$ cat config.mk
export PLATFORM = sky130hd
export DESIGN_NAME = hazard_sched
export DESIGN_NICKNAME = d
export VERILOG_FILES = /design/src/rtl/hazard_sched_pkg.sv /design/src/rtl/hazard_sched_fwd_pick.sv /design/src/rtl/hazard_sched.sv
export SDC_FILE = /design/constraint.sdc
export NUM_CORES = 1
export LEC_CHECK = 0
export BUFFER_PORTS_ARGS = -buffer_cell sky130_fd_sc_hd__buf_2
export CORE_UTILIZATION = 45
export CTS_CLUSTER_SIZE = 10
export DETAILED_ROUTE_END_ITERATION = 8
export GPL_TIMING_DRIVEN = 0
export PLACE_DENSITY = 0.74
export SETUP_SLACK_MARGIN = 0.1
export SLEW_MARGIN = 30
export SYNTH_ARGS = -nofsm -noshare
export SYNTH_HDL_FRONTEND = slang
export SYNTH_SLANG_ARGS = --single-unit
export TNS_END_PERCENT = 5
$ cat constraint.sdc
create_clock -name clk -period 3.6 [get_ports clk]
set_clock_uncertainty 0.15 [all_clocks]
set_input_delay 0.18 -clock clk [delete_from_list [all_inputs] [get_ports clk]]
set_output_delay 0.18 -clock clk [all_outputs]
set_load 0.01 [all_outputs]
$ cat src/rtl/hazard_sched_pkg.sv
// Shared types for the hazard scheduler: decoder op types, forwarding selects,
// and the shadow pipeline-stage record tracked for EX and MEM.
package hazard_sched_pkg;

  localparam int REG_AW_P = 5;

  // Must stay identical to the decoder's hazard_optype encoding.
  typedef enum logic [1:0] {
    OPTYPE_NONE  = 2'b00,
    OPTYPE_ALU   = 2'b01,
    OPTYPE_LOAD  = 2'b10,
    OPTYPE_STORE = 2'b11
  } optype_e;

  typedef enum logic [1:0] {
    FWD_RF    = 2'b00,
    FWD_EX    = 2'b01,
    FWD_MEM   = 2'b10,
    FWD_MEMLD = 2'b11
  } fwd_sel_e;

  typedef struct packed {
    logic [REG_AW_P-1:0] rd;
    logic                we;
    optype_e             typ;
  } stage_t;

  localparam stage_t STAGE_BUBBLE = '{rd: '0, we: 1'b0, typ: OPTYPE_NONE};

  // x0 is hardwired zero, so it never creates a dependence.
  function automatic logic reg_match(input logic [REG_AW_P-1:0] src, input stage_t st);
    return (src != '0) && st.we && (st.rd == src);
  endfunction

endpackage

$ cat src/rtl/hazard_sched_fwd_pick.sv
// Forwarding select for one ID source operand: EX (non-load) outranks MEM,
// MEM loads forward their load data, otherwise read the register file.
module hazard_sched_fwd_pick
  import hazard_sched_pkg::*;
(
  input  logic [REG_AW_P-1:0] rs,
  input  logic                rs_use,
  input  stage_t              ex_stage,
  input  stage_t              mem_stage,
  output fwd_sel_e            sel,
  output logic                ex_match
);

  logic mem_match;

  assign ex_match  = reg_match(rs, ex_stage);
  assign mem_match = reg_match(rs, mem_stage);

  always_comb begin
    sel = FWD_RF;
    if (rs_use && ex_match && (ex_stage.typ != OPTYPE_LOAD)) begin
      sel = FWD_EX;
    end else if (mem_match) begin
      sel = (mem_stage.typ == OPTYPE_LOAD) ? FWD_MEMLD : FWD_MEM;
    end
  end

endmodule

$ cat src/rtl/hazard_sched.sv
// ID-stage hazard scheduler: shadows EX/MEM destinations, derives forwarding,
// load-use stall, branch flush, late store-data forward and saturating counters.
module hazard_sched
  import hazard_sched_pkg::*;
#(
  parameter int REG_AW = REG_AW_P,
  parameter int CNT_W  = 32
) (
  input  logic              clk,
  input  logic              rst_n,
  input  logic              id_valid,
  input  logic [REG_AW-1:0] id_rs1,
  input  logic [REG_AW-1:0] id_rs2,
  input  logic [REG_AW-1:0] id_rd,
  input  logic              id_rs1use,
  input  logic              id_rs2use,
  input  logic              id_regwrite,
  input  logic [1:0]        id_optype,
  input  logic              id_br_taken,
  output logic              pc_stall,
  output logic              ifid_stall,
  output logic              ifid_flush,
  output logic              idex_bubble,
  output logic [1:0]        fwd_a_sel,
  output logic [1:0]        fwd_b_sel,
  output logic              ex_store_fwd,
  output logic [CNT_W-1:0]  stall_cnt,
  output logic [CNT_W-1:0]  flush_cnt
);

  stage_t            ex_q, ex_d;
  stage_t            mem_q, mem_d;
  logic              ex_store_fwd_q, ex_store_fwd_d;
  logic [CNT_W-1:0]  stall_cnt_q, stall_cnt_d;
  logic [CNT_W-1:0]  flush_cnt_q, flush_cnt_d;

  optype_e           id_type;
  fwd_sel_e          fwd_a, fwd_b;
  logic              ex_match_a, ex_match_b;
  logic              store_rs2_only;
  logic              load_use;
  logic              flush;

  assign id_type = optype_e'(id_optype);

  hazard_sched_fwd_pick u_fwd_a (
    .rs        (id_rs1),
    .rs_use    (id_rs1use),
    .ex_stage  (ex_q),
    .mem_stage (mem_q),
    .sel       (fwd_a),
    .ex_match  (ex_match_a)
  );

  hazard_sched_fwd_pick u_fwd_b (
    .rs        (id_rs2),
    .rs_use    (id_rs2use),
    .ex_stage  (ex_q),
    .mem_stage (mem_q),
    .sel       (fwd_b),
    .ex_match  (ex_match_b)
  );

  // A store whose only tie to the load is its data operand can proceed:
  // the data is picked up from MEM load data one cycle later in EX.
  always_comb begin
    store_rs2_only = (id_type == OPTYPE_STORE) && !(id_rs1use && ex_match_a) &&
                     (id_rs2 == ex_q.rd);
    load_use = id_valid && (ex_q.typ == OPTYPE_LOAD) &&
               ((id_rs1use && ex_match_a) ||
                (id_rs2use && ex_match_b && !store_rs2_only));
    flush    = id_br_taken && !load_use;
  end

  always_comb begin
    mem_d = ex_q;
    ex_d  = STAGE_BUBBLE;
    if (id_valid && !load_use) begin
      ex_d.rd  = id_rd;
      ex_d.we  = id_regwrite;
      ex_d.typ = id_type;
    end
    ex_store_fwd_d = id_valid && (id_type == OPTYPE_STORE) &&
                     (ex_q.typ == OPTYPE_LOAD) && ex_match_b && !load_use;
    stall_cnt_d = stall_cnt_q;
    if (load_use && (stall_cnt_q != '1)) begin
      stall_cnt_d = stall_cnt_q + 1'b1;
    end
    flush_cnt_d = flush_cnt_q;
    if (flush && (flush_cnt_q != '1)) begin
      flush_cnt_d = flush_cnt_q + 1'b1;
    end
  end

  always_ff @(posedge clk or negedge rst_n) begin
    if (!rst_n) begin
      ex_q           <= STAGE_BUBBLE;
      mem_q          <= STAGE_BUBBLE;
      ex_store_fwd_q <= 1'b0;
      stall_cnt_q    <= '0;
      flush_cnt_q    <= '0;
    end else begin
      ex_q           <= ex_d;
      mem_q          <= mem_d;
      ex_store_fwd_q <= ex_store_fwd_d;
      stall_cnt_q    <= stall_cnt_d;
      flush_cnt_q    <= flush_cnt_d;
    end
  end

  assign pc_stall     = load_use;
  assign ifid_stall   = load_use;
  assign idex_bubble  = load_use;
  assign ifid_flush   = flush;
  assign fwd_a_sel    = fwd_a;
  assign fwd_b_sel    = fwd_b;
  assign ex_store_fwd = ex_store_fwd_q;
  assign stall_cnt    = stall_cnt_q;
  assign flush_cnt    = flush_cnt_q;

endmodule

==> results of run 1 <==
==> routing by layer <==
| metal | part of all wire (%) | vias up | track usage [%] |
|---|---|---|---|
| met2 | 48 | 100 | 33.7 |
| met5 | 0 | - | 0 |
| li1 | - | 1605 | - |
| met1 | 46 | 1598 | 27.7 |
| met3 | 4.4 | 13 | 3.53 |
| met4 | 1.5 | 0 | 8.03 |
==> kinds of logic (layout without fill, tap and decap cells) <==
logic type	count (synthesis)	in the layout
adders and majority gates	2	2
DFF	81	81
xor gates and xnor gates	82	82
buffers and inverters	20	142
AOI/OAI and AO/OA	8	8
muxes	1	1
and+or+nand+nor	191	191
==> per-stage QoR <==
stage,worst slack [ps],area [µm²],utilization (%),cells
after floorplan,1150,4080,-,385
after global placement,822,4700,53.6,589
after detailed placement,789,4730,53.9,590
after CTS,766,5020,57.2,615
after global routing,580,5020,57.2,615
final,748,5020,57.2,615
==> power by group <==
| group | internal [mW] | switching (mW) |
|---|---|---|
| logic | 0.110 | 0.110 |
| clock network | 0.327 | 0.352 |
| registers | 0.957 | 0.0596 |
==> sequential cells by signal, summed over array words and instances (netlist names) <==
signal,count
ex_q,8
stall_cnt,32
flush_cnt,32
mem_q,8
ex_store_fwd,1
==> cells in the final DEF, fill, tap and decap left out, types with 2 or more instances in the layout <==
master / count
sky130_fd_sc_hd__clkinvlp_4: 2
sky130_fd_sc_hd__nor2_1: 17
sky130_fd_sc_hd__dfrtp_1: 81
sky130_fd_sc_hd__buf_6: 3
sky130_fd_sc_hd__inv_1: 5
sky130_fd_sc_hd__nand3_1: 36
sky130_fd_sc_hd__nand4_1: 30
sky130_fd_sc_hd__and4_1: 6
sky130_fd_sc_hd__buf_4: 5
sky130_fd_sc_hd__nor3_1: 9
sky130_fd_sc_hd__inv_6: 3
sky130_fd_sc_hd__nor4_1: 16
sky130_fd_sc_hd__ha_1: 2
sky130_fd_sc_hd__a21o_1: 2
sky130_fd_sc_hd__o211ai_2: 2
sky130_fd_sc_hd__nand2_1: 29
sky130_fd_sc_hd__nor2b_1: 2
sky130_fd_sc_hd__xnor2_1: 51
sky130_fd_sc_hd__xor2_1: 31
sky130_fd_sc_hd__and3_1: 19
sky130_fd_sc_hd__clkbuf_8: 9
sky130_fd_sc_hd__and2_1: 7
sky130_fd_sc_hd__or4_1: 5
sky130_fd_sc_hd__buf_2: 96
sky130_fd_sc_hd__dlygate4sd3_1: 9
sky130_fd_sc_hd__clkbuf_1: 7
sky130_fd_sc_hd__nor4_2: 4
==> critical path, delay by kind of cell (launching register included) <==
kind / cells / cell delay, ps
adders and majority gates: 1 / 220
buffers and inverters: 2 / 450
muxes: 1 / 350
DFF: 1 / 410
and+or+nand+nor: 5 / 1160
==> timing repair <==
| action | 4_1_cts | 5_1_grt |
|---|---|---|
| setup buffers | 0 | 0 |
| endpoints found under the hold margin | 90 | 0 |
| hold buffers | 9 | 0 |
==> cell type report <==
| class | count | area, µm² | area share [%] |
|---|---|---|---|
| inverters | 5 | 18.8 | 0.374 |
| well taps | 108 | 135 | 2.69 |
| clock inverters | 7 | 76.3 | 1.52 |
| clock buffers | 9 | 124 | 2.47 |
| flip-flops and latches | 81 | 2030 | 40.4 |
| plain buffers | 15 | 91.3 | 1.82 |
| multi-input cells | 284 | 1950 | 38.8 |
| repair buffers | 106 | 597 | 11.9 |
==> worst paths after layout <==
kind / endpoint / slack (ps) / cells past startpoint
min in group asynchronous: stall_cnt[11] / 160 / 2
hold reg to reg: mem_q[0] / 260 / 0
setup / recovery: flush_cnt[1] / 750 / 9
max in group asynchronous: stall_cnt[19] / 2590 / 3
hold / removal: ex_q[1] / 8 / 2
setup reg to reg: flush_cnt[1] / 750 / 9
==> qor_table.md, run 1 <==
| Item | This run | Unit |
|:---|:---|:---|
| Run status | finished clean | - |
| Vias per inst | 5.39 | - |
| Final worst-path cycle share | 79.2 | % |
| Clock transition at path regs | 90 | ps |
| Number of gates given a new drive strength after cts | 0 | - |
| Detailed placer's ending HPWL | 6840 | µm |
| Critical Path Source Type | flop | - |
| Cell area after technology mapping | 4080 | µm² |
| Xor/xnor cell area share of the yosys netlist | 17.6 | % |
| Final critical delay including setup and external delays | 2850 | ps |
| Slew margin rel. | 49.3 | % |
| Boundary Pins | 97 | - |
| Number of antenna violations at the first check in global routing | 0 | - |
| Count of pins over their slew limit | 0 | - |
| CP endpoint kind | flop | - |
| Maximum fanout count along the critical path | 9 | - |
| Clock root cell | sky130_fd_sc_hd__clkbuf_8 | - |
| Dominant combinational cell family by area after synthesis | simple AND/OR/NAND/NOR gates | - |
| Clock network latency to the later pin of the worst-skew pair | 350 | ps |
| Global-route wire length before repair | 15900 | µm |
| Sequential cell area fraction in the yosys report | 49.6 | % |
| Cells along the critical path | ha_1 -> and4_1 -> and4_1 -> clkbuf_1 -> nand4b_1 -> and2_1 -> clkbuf_1 -> nand2_1 -> mux2_2 | - |
| Leakage power summed over all cells | 2.50 | nW |
| Routed wirelength normalized by instance count | 15.2 | µm |
| Number of synthesized flops with an enable pin | 0 | - |
| Number of cell rows | 34 | - |
| Number of global-route vias before repair | 3317 | - |
| Number of routed nets with antenna violations | 0 | - |
| Fillers | 779 | - |
| Highest ir drop seen on vdd | 0.172 | mV |
| Setup violation total in the final timing report | 0 | - |
| Stage delay of the slowest cell on the critical path | 410 | ps |
| Hold path start | id_valid | - |
| Layout cell share with drive strength beyond 1 | 26.8 | % |
| Mapped Avg Cell Area | 10.6 | µm² |
| Horizontal die dimension | 97.3 | µm |
| Yosys top cell area share | 49.6 | % |
| Commonest cells post-synth | sky130_fd_sc_hd__dfrtp_1 (81), sky130_fd_sc_hd__xnor2_1 (51), sky130_fd_sc_hd__nand3_1 (36) | - |
| Post-synthesis cell type with the largest combined area | sky130_fd_sc_hd__dfrtp_1 | - |
| Number of iterations in the first detailed-routing pass | 4 | - |
| Nets@finish | 528 | - |
| Global placement routability congestion | 0.875 | - |
| Detailed-route wire length | 9360 | µm |
| Grt ovf | 0 | - |
| Total via count after detailed routing | 3316 | - |
| RSZ-0062 raised after global routing | false | - |
| Biggest area contributors in the synthesized netlist | sky130_fd_sc_hd__dfrtp_1 (50%), sky130_fd_sc_hd__xnor2_1 (11%), sky130_fd_sc_hd__xor2_1 (6.6%) | - |
| Design Power | 1.92 | mW |
| DRC violation count after routing | 0 | - |
| Worst hold slack | 7.70 | ps |
| Proportion of synthesized area in mux cells | 0.276 | % |
| Cell area power density | 382 | nW/µm² |
| Number of violations of the max-capacitance limit | 0 | - |
| Most used standard cell by instance count after synthesis | sky130_fd_sc_hd__dfrtp_1 | - |
| Synth unique cells | 39 | - |
| Synthesis Warnings | 0 | - |
| Clock tree from TritonCTS | done | - |
| Required time at the worst-slack endpoint | 3690 | ps |
| Post-synthesis sequential element count | 81 | - |
| Slew of the pin with the lowest slew margin | 754 | ps |
| Count of buffers from port buffering | 96 | - |
| Share of flip-flops with an asynchronous set or reset after synthesis | 100 | % |
| Source of the critical timing path | flush_cnt[0] | - |
| Pin count of the biggest net entering global routing | 44 | - |
| Upper clock frequency limit | 351 | MHz |
| Total inserted antenna cells | 0 | - |
| Reg-to-reg critical path startpoint | flush_cnt[0] | - |
| Number of DRC markers after the initial detailed-route iteration | 108 | - |
| Crit path kind | reg2reg | - |
| GRT Overall Usage | 20.7 | % |
| Hold WC Path Type | in2reg | - |
| Crit path arrival time | 2940 | ps |
| Post-synth top flop | sky130_fd_sc_hd__dfrtp_1 | - |
| Compound-Gate Fraction of Synth Area | 2.05 | % |
| Master of the slowest instance on the critical path | sky130_fd_sc_hd__dfrtp_1 | - |
| Number of hold-slack violations in the final timing report | 0 | - |
| Core area | 8760 | µm² |
| Basic-gate share of the synthesized area counting and, or, nand and nor cells | 27.1 | % |
| Full die area | 9460 | µm² |
| Deepest clock path buffer count | 2 | - |
| Total number of clock tree sinks | 81 | - |
| Post-synthesis net count | 411 | - |
| Overall die height | 97.3 | µm |
| Starting utilization of the core area | 46.6 | % |
| Inserted Clock Buffers | 9 | - |
| Setup TNS after final layout | 0 | ps |
| Cell count after synthesis | 385 | - |
| Share of synthesized cell area in full adder, half adder and majority cells | 0.613 | % |
| Growth of design area from synthesis to finish | 22.8 | % |
| H-tree levels | 3 | - |
No activity file was read; power rests on OpenSTA's default activity.
==> run 2: changes to the inputs <==
--- a/config.mk
+++ b/config.mk
@@ -5,6 +5,7 @@
 export SDC_FILE = /design/constraint.sdc
 export NUM_CORES = 1
 export LEC_CHECK = 0
+export ABC_AREA = 1
 export BUFFER_PORTS_ARGS = -buffer_cell sky130_fd_sc_hd__buf_2
 export CORE_UTILIZATION = 45
 export CTS_CLUSTER_SIZE = 10
==> constraint.sdc (replaced) <==
create_clock -name clk -period 2.3 [get_ports clk]
set_clock_uncertainty 0.15 [all_clocks]
set_input_delay 0.115 -clock clk [delete_from_list [all_inputs] [get_ports clk]]
set_output_delay 0.115 -clock clk [all_outputs]
set_load 0.01 [all_outputs]
==> run 2 against run 1 <==
  * Global-route usage is 3.6 points higher
  * Setup slack worse by 540 ps
  * Via count is 60% higher
  * Final cell count is 68% higher
  * Clock-buffer cell count is 3 higher
  * Sequential power is 53% higher
  * Final area is 29% higher
  * Power is 77% higher
  * Critical path depth is 4 higher
  * Sequential cell count stayed put
  * Non-clock buffer count is 16 higher
  * Largest cell class is now multi-input gates
==> qor_table.md, run 2 <==
| Item | This run | Unit | Change |
|:---|:---|:---|:---|
| Run status | finished clean | - | unchanged |
| Fillers | 1058 | - | was 779 |
| Maximum fanout count along the critical path | 6 | - | was 9 |
| Commonest cells post-synth | sky130_fd_sc_hd__nand2_1 (287), sky130_fd_sc_hd__nor2_1 (92), sky130_fd_sc_hd__dfrtp_1 (81) | - | was sky130_fd_sc_hd__dfrtp_1 (81), sky130_fd_sc_hd__xnor2_1 (51), sky130_fd_sc_hd__nand3_1 (36) |
| Boundary Pins | 97 | - | unchanged |
| Global placement routability congestion | 0.923 | - | was 0.875 |
| Routed wirelength normalized by instance count | 13.9 | µm | was 15.2 µm |
| Stage delay of the slowest cell on the critical path | 410 | ps | about the same |
| Master of the slowest instance on the critical path | sky130_fd_sc_hd__dfrtp_1 | - | unchanged |
| Number of iterations in the first detailed-routing pass | 5 | - | was 4 |
| Synth unique cells | 31 | - | was 39 |
| Worst path top cell family by delay | simple AND/OR/NAND/NOR gates | - | unchanged |
| Design Power | 3.38 | mW | was 1.92 mW |
| Number of DRC markers after the initial detailed-route iteration | 424 | - | was 108 |
| RSZ-0062 raised after global routing | true | - | was false |
| Clock root cell | sky130_fd_sc_hd__clkbuf_16 | - | was sky130_fd_sc_hd__clkbuf_8 |
| Setup violation total in the final timing report | 0 | - | unchanged |
| Hold WC Path Type | in2reg | - | unchanged |
| Yosys top cell area share | 38.9 | % | was 49.6% |
| H-tree levels | 3 | - | unchanged |
| Nets@finish | 913 | - | was 528 |
| Cell count after synthesis | 761 | - | was 385 |
| Synthesis Warnings | 0 | - | unchanged |
| Number of hold-slack violations in the final timing report | 0 | - | unchanged |
| Biggest area contributors in the synthesized netlist | sky130_fd_sc_hd__dfrtp_1 (39%), sky130_fd_sc_hd__nand2_1 (21%), sky130_fd_sc_hd__nor2_1 (6.6%) | - | was sky130_fd_sc_hd__dfrtp_1 (50%), sky130_fd_sc_hd__xnor2_1 (11%), sky130_fd_sc_hd__xor2_1 (6.6%) |
| Highest ir drop seen on vdd | 0.337 | mV | was 0.172 mV |
| Cell area after technology mapping | 5210 | µm² | was 4080 µm² |
| Number of routed nets with antenna violations | 0 | - | unchanged |
| Setup slack at placement | -245 | ps | was 789 ps |
| Number of global-route vias before repair | 4814 | - | was 3317 |
| Slew of the pin with the lowest slew margin | 581 | ps | was 754 ps |
| Clock tree from TritonCTS | done | - | unchanged |
| Bufs and invs on worst path | 4 | - | was 2 |
| Crit path kind | reg2out | - | was reg2reg |
| Clock transition at path regs | 60 | ps | was 90 ps |
| Pin count of the biggest net entering global routing | 57 | - | was 44 |
| Required time at the worst-slack endpoint | 2040 | ps | was 3690 ps |
| Clock network latency to the later pin of the worst-skew pair | 340 | ps | was 350 ps |
| Worst hold slack | 36.7 | ps | was 7.70 ps |
| Cell area power density | 521 | nW/µm² | was 382 nW/µm² |
| Number of cell rows | 38 | - | was 34 |
| Final worst-path cycle share | 91.1 | % |  |
| Deepest clock path buffer count | 2 | - | unchanged |
| Post-synth top flop | sky130_fd_sc_hd__dfrtp_1 | - | unchanged |
| Starting utilization of the core area | 47.0 | % | was 46.6% |
| Setup slack of the critical path after layout | 205 | ps | was 748 ps |
| Overall die height | 110 | µm | was 97.3 µm |
| Final instance count without filler cells | 1032 | - | was 615 |
| Critical Path Source Type | flop | - | unchanged |
| Full die area | 12000 | µm² | was 9460 µm² |
| Grt ovf | 0 | - | unchanged |
| Most used standard cell by instance count after synthesis | sky130_fd_sc_hd__nand2_1 | - | was sky130_fd_sc_hd__dfrtp_1 |
| Vias per inst | 5.16 | - | was 5.39 |
| Post-synthesis net count | 787 | - | was 411 |
| Inserted Clock Buffers | 9 | - | unchanged |
| Number of antenna violations at the first check in global routing | 0 | - | unchanged |
| Number of cells after detailed placement | 997 | - | was 590 |
| CP endpoint kind | primary output | - | was flop |
| DRC violation count after routing | 0 | - | unchanged |
| Horizontal die dimension | 110 | µm | was 97.3 µm |
| GRT Overall Usage | 24.3 | % | was 20.7% |
| Sequential cell area fraction in the yosys report | 38.9 | % | was 49.6% |
| Count of pins over their slew limit | 0 | - | unchanged |
| Total via count after detailed routing | 5320 | - | was 3316 |
| Number of synthesized flops with an enable pin | 0 | - | unchanged |
| Growth of design area from synthesis to finish | 24.4 | % | was 22.8% |
| Detailed placer's ending HPWL | 10600 | µm | was 6840 µm |
| Leading cell type in the layout, fill and taps excluded | sky130_fd_sc_hd__nand2_1 | - | was sky130_fd_sc_hd__buf_2 |
| Slew margin rel. | 61.0 | % | was 49.3% |
| Mapped Avg Cell Area | 6.85 | µm² | was 10.6 µm² |
| Layout cell share with drive strength beyond 1 | 17.9 | % | was 26.8% |
| Total inserted antenna cells | 0 | - | unchanged |
| Detailed-route wire length | 14300 | µm | was 9360 µm |
| Most frequent cells in the layout | sky130_fd_sc_hd__nand2_1 (284), sky130_fd_sc_hd__buf_2 (95), sky130_fd_sc_hd__nor2_1 (91), sky130_fd_sc_hd__dfrtp_1 (78), sky130_fd_sc_hd__inv_1 (74) | - | was sky130_fd_sc_hd__buf_2 (96), sky130_fd_sc_hd__dfrtp_1 (81), sky130_fd_sc_hd__xnor2_1 (51), sky130_fd_sc_hd__nand3_1 (36), sky130_fd_sc_hd__xor2_1 (31) |
| Post-synthesis cell type with the largest combined area | sky130_fd_sc_hd__dfrtp_1 | - | unchanged |
| Cell occurring most often along the worst timing path | sky130_fd_sc_hd__nand2_1 | - |  |
| Crit path arrival time | 1830 | ps | was 2940 ps |
| Cells along the critical path | inv_1 -> nand2_1 -> nand2_1 -> nor2_1 -> nand2_1 -> nor2_2 -> nand3_2 -> nand2_2 -> nand2_4 -> clkinv_4 -> buf_8 -> nor2_1 -> buf_2 | - | was ha_1 -> and4_1 -> and4_1 -> clkbuf_1 -> nand4b_1 -> and2_1 -> clkbuf_1 -> nand2_1 -> mux2_2 |
| Number of violations of the max-capacitance limit | 0 | - | unchanged |
| Total number of clock tree sinks | 81 | - | unchanged |
| Leakage power summed over all cells | 3.35 | nW | was 2.50 nW |
| Core area | 11100 | µm² | was 8760 µm² |
| Share of flip-flops with an asynchronous set or reset after synthesis | 100 | % | unchanged |
| Global-route wire length before repair | 22700 | µm | was 15900 µm |
| Post-synthesis sequential element count | 81 | - | unchanged |
| Count of buffers from port buffering | 95 | - | was 96 |
| Upper clock frequency limit | 477 | MHz |  |
| Final critical delay including setup and external delays | 2090 | ps |  |
run 2: worst paths after layout:
kind / from / endpoint / slack (ps) / depth (start not counted)
hold reg to reg: ex_q[1] / mem_q[1] / 230 / 0
setup reg to reg: stall_cnt[1] / stall_cnt[24] / 210 / 11
max in group asynchronous: rst_n / flush_cnt[1] / 1380 / 3
hold / removal: id_valid / ex_store_fwd / 40 / 5
setup / recovery: ex_q[4] / ifid_flush / 210 / 13
min in group asynchronous: rst_n / stall_cnt[10] / 60 / 2
run 2: layout make-up:
cell class	count	area (µm²)	share of cell area (%)
multi-input cells	580	2820	43.5
flip-flops and latches	81	2030	31.3
repair buffers	115	704	10.9
inverters	78	298	4.59
clock buffers	12	256	3.96
well taps	140	175	2.70
plain buffers	22	150	2.32
clock inverters	4	51.3	0.791
run 2: worst reg2reg max path, stage by stage (launching register included):
cell	delay, ps
sky130_fd_sc_hd__dfrtp_1	430
sky130_fd_sc_hd__ha_4	180
sky130_fd_sc_hd__nand3_2	140
sky130_fd_sc_hd__inv_2	120
sky130_fd_sc_hd__nand2_4	80
sky130_fd_sc_hd__nor2_4	130
sky130_fd_sc_hd__nand4_4	180
sky130_fd_sc_hd__nand3_2	160
sky130_fd_sc_hd__buf_6	150
sky130_fd_sc_hd__buf_6	150
sky130_fd_sc_hd__nand2_1	70
sky130_fd_sc_hd__nand2_1	70
run 2: metal layers:
metal	global-route usage [%]	vias to the layer above	routed length, µm
met1	33.6	2470	6780
li1	-	2668	-
met2	39.0	165	6650
met3	3.50	17	702
met4	8.38	0	181
met5	0	-	0
run 2: logic make-up after synthesis:
kind of cell             Yosys count  share of synthesized area [%]
AND/OR/NAND/NOR                  502                           41.4
AO/OA/AOI/OAI                     27                           3.00
flip-flops                        81                           38.9
adder cells (fa/ha/maj)            2                          0.480
buffers and inverters            100                           7.97
XOR/XNOR                          49                           8.24
run 2: metrics by stage:
stage                     area, µm²  utilization [%]  TNS (ps)
after global routing           6480             58.5         0
final                          6480             58.5         0
after floorplan                5210                -         0
after global placement         5860             52.9     -5870
after detailed placement       5890             53.2     -6270
after CTS                      6360             57.4         0
run 2: power by group:
group	internal [mW]	switching, mW	total, mW
sequential	1.48	0.0821	1.56
combinational	0.150	0.194	0.344
clock	0.901	0.573	1.47
total	2.53	0.849	3.38
run 2: what timing repair did:
action	CTS	global route
setup endpoints to repair	56	68
endpoints found under the hold margin	90	0
pin swaps	1	6
gates resized for setup	14	18
cloned	0	1
setup buffers	4	5
hold buffers	9	0
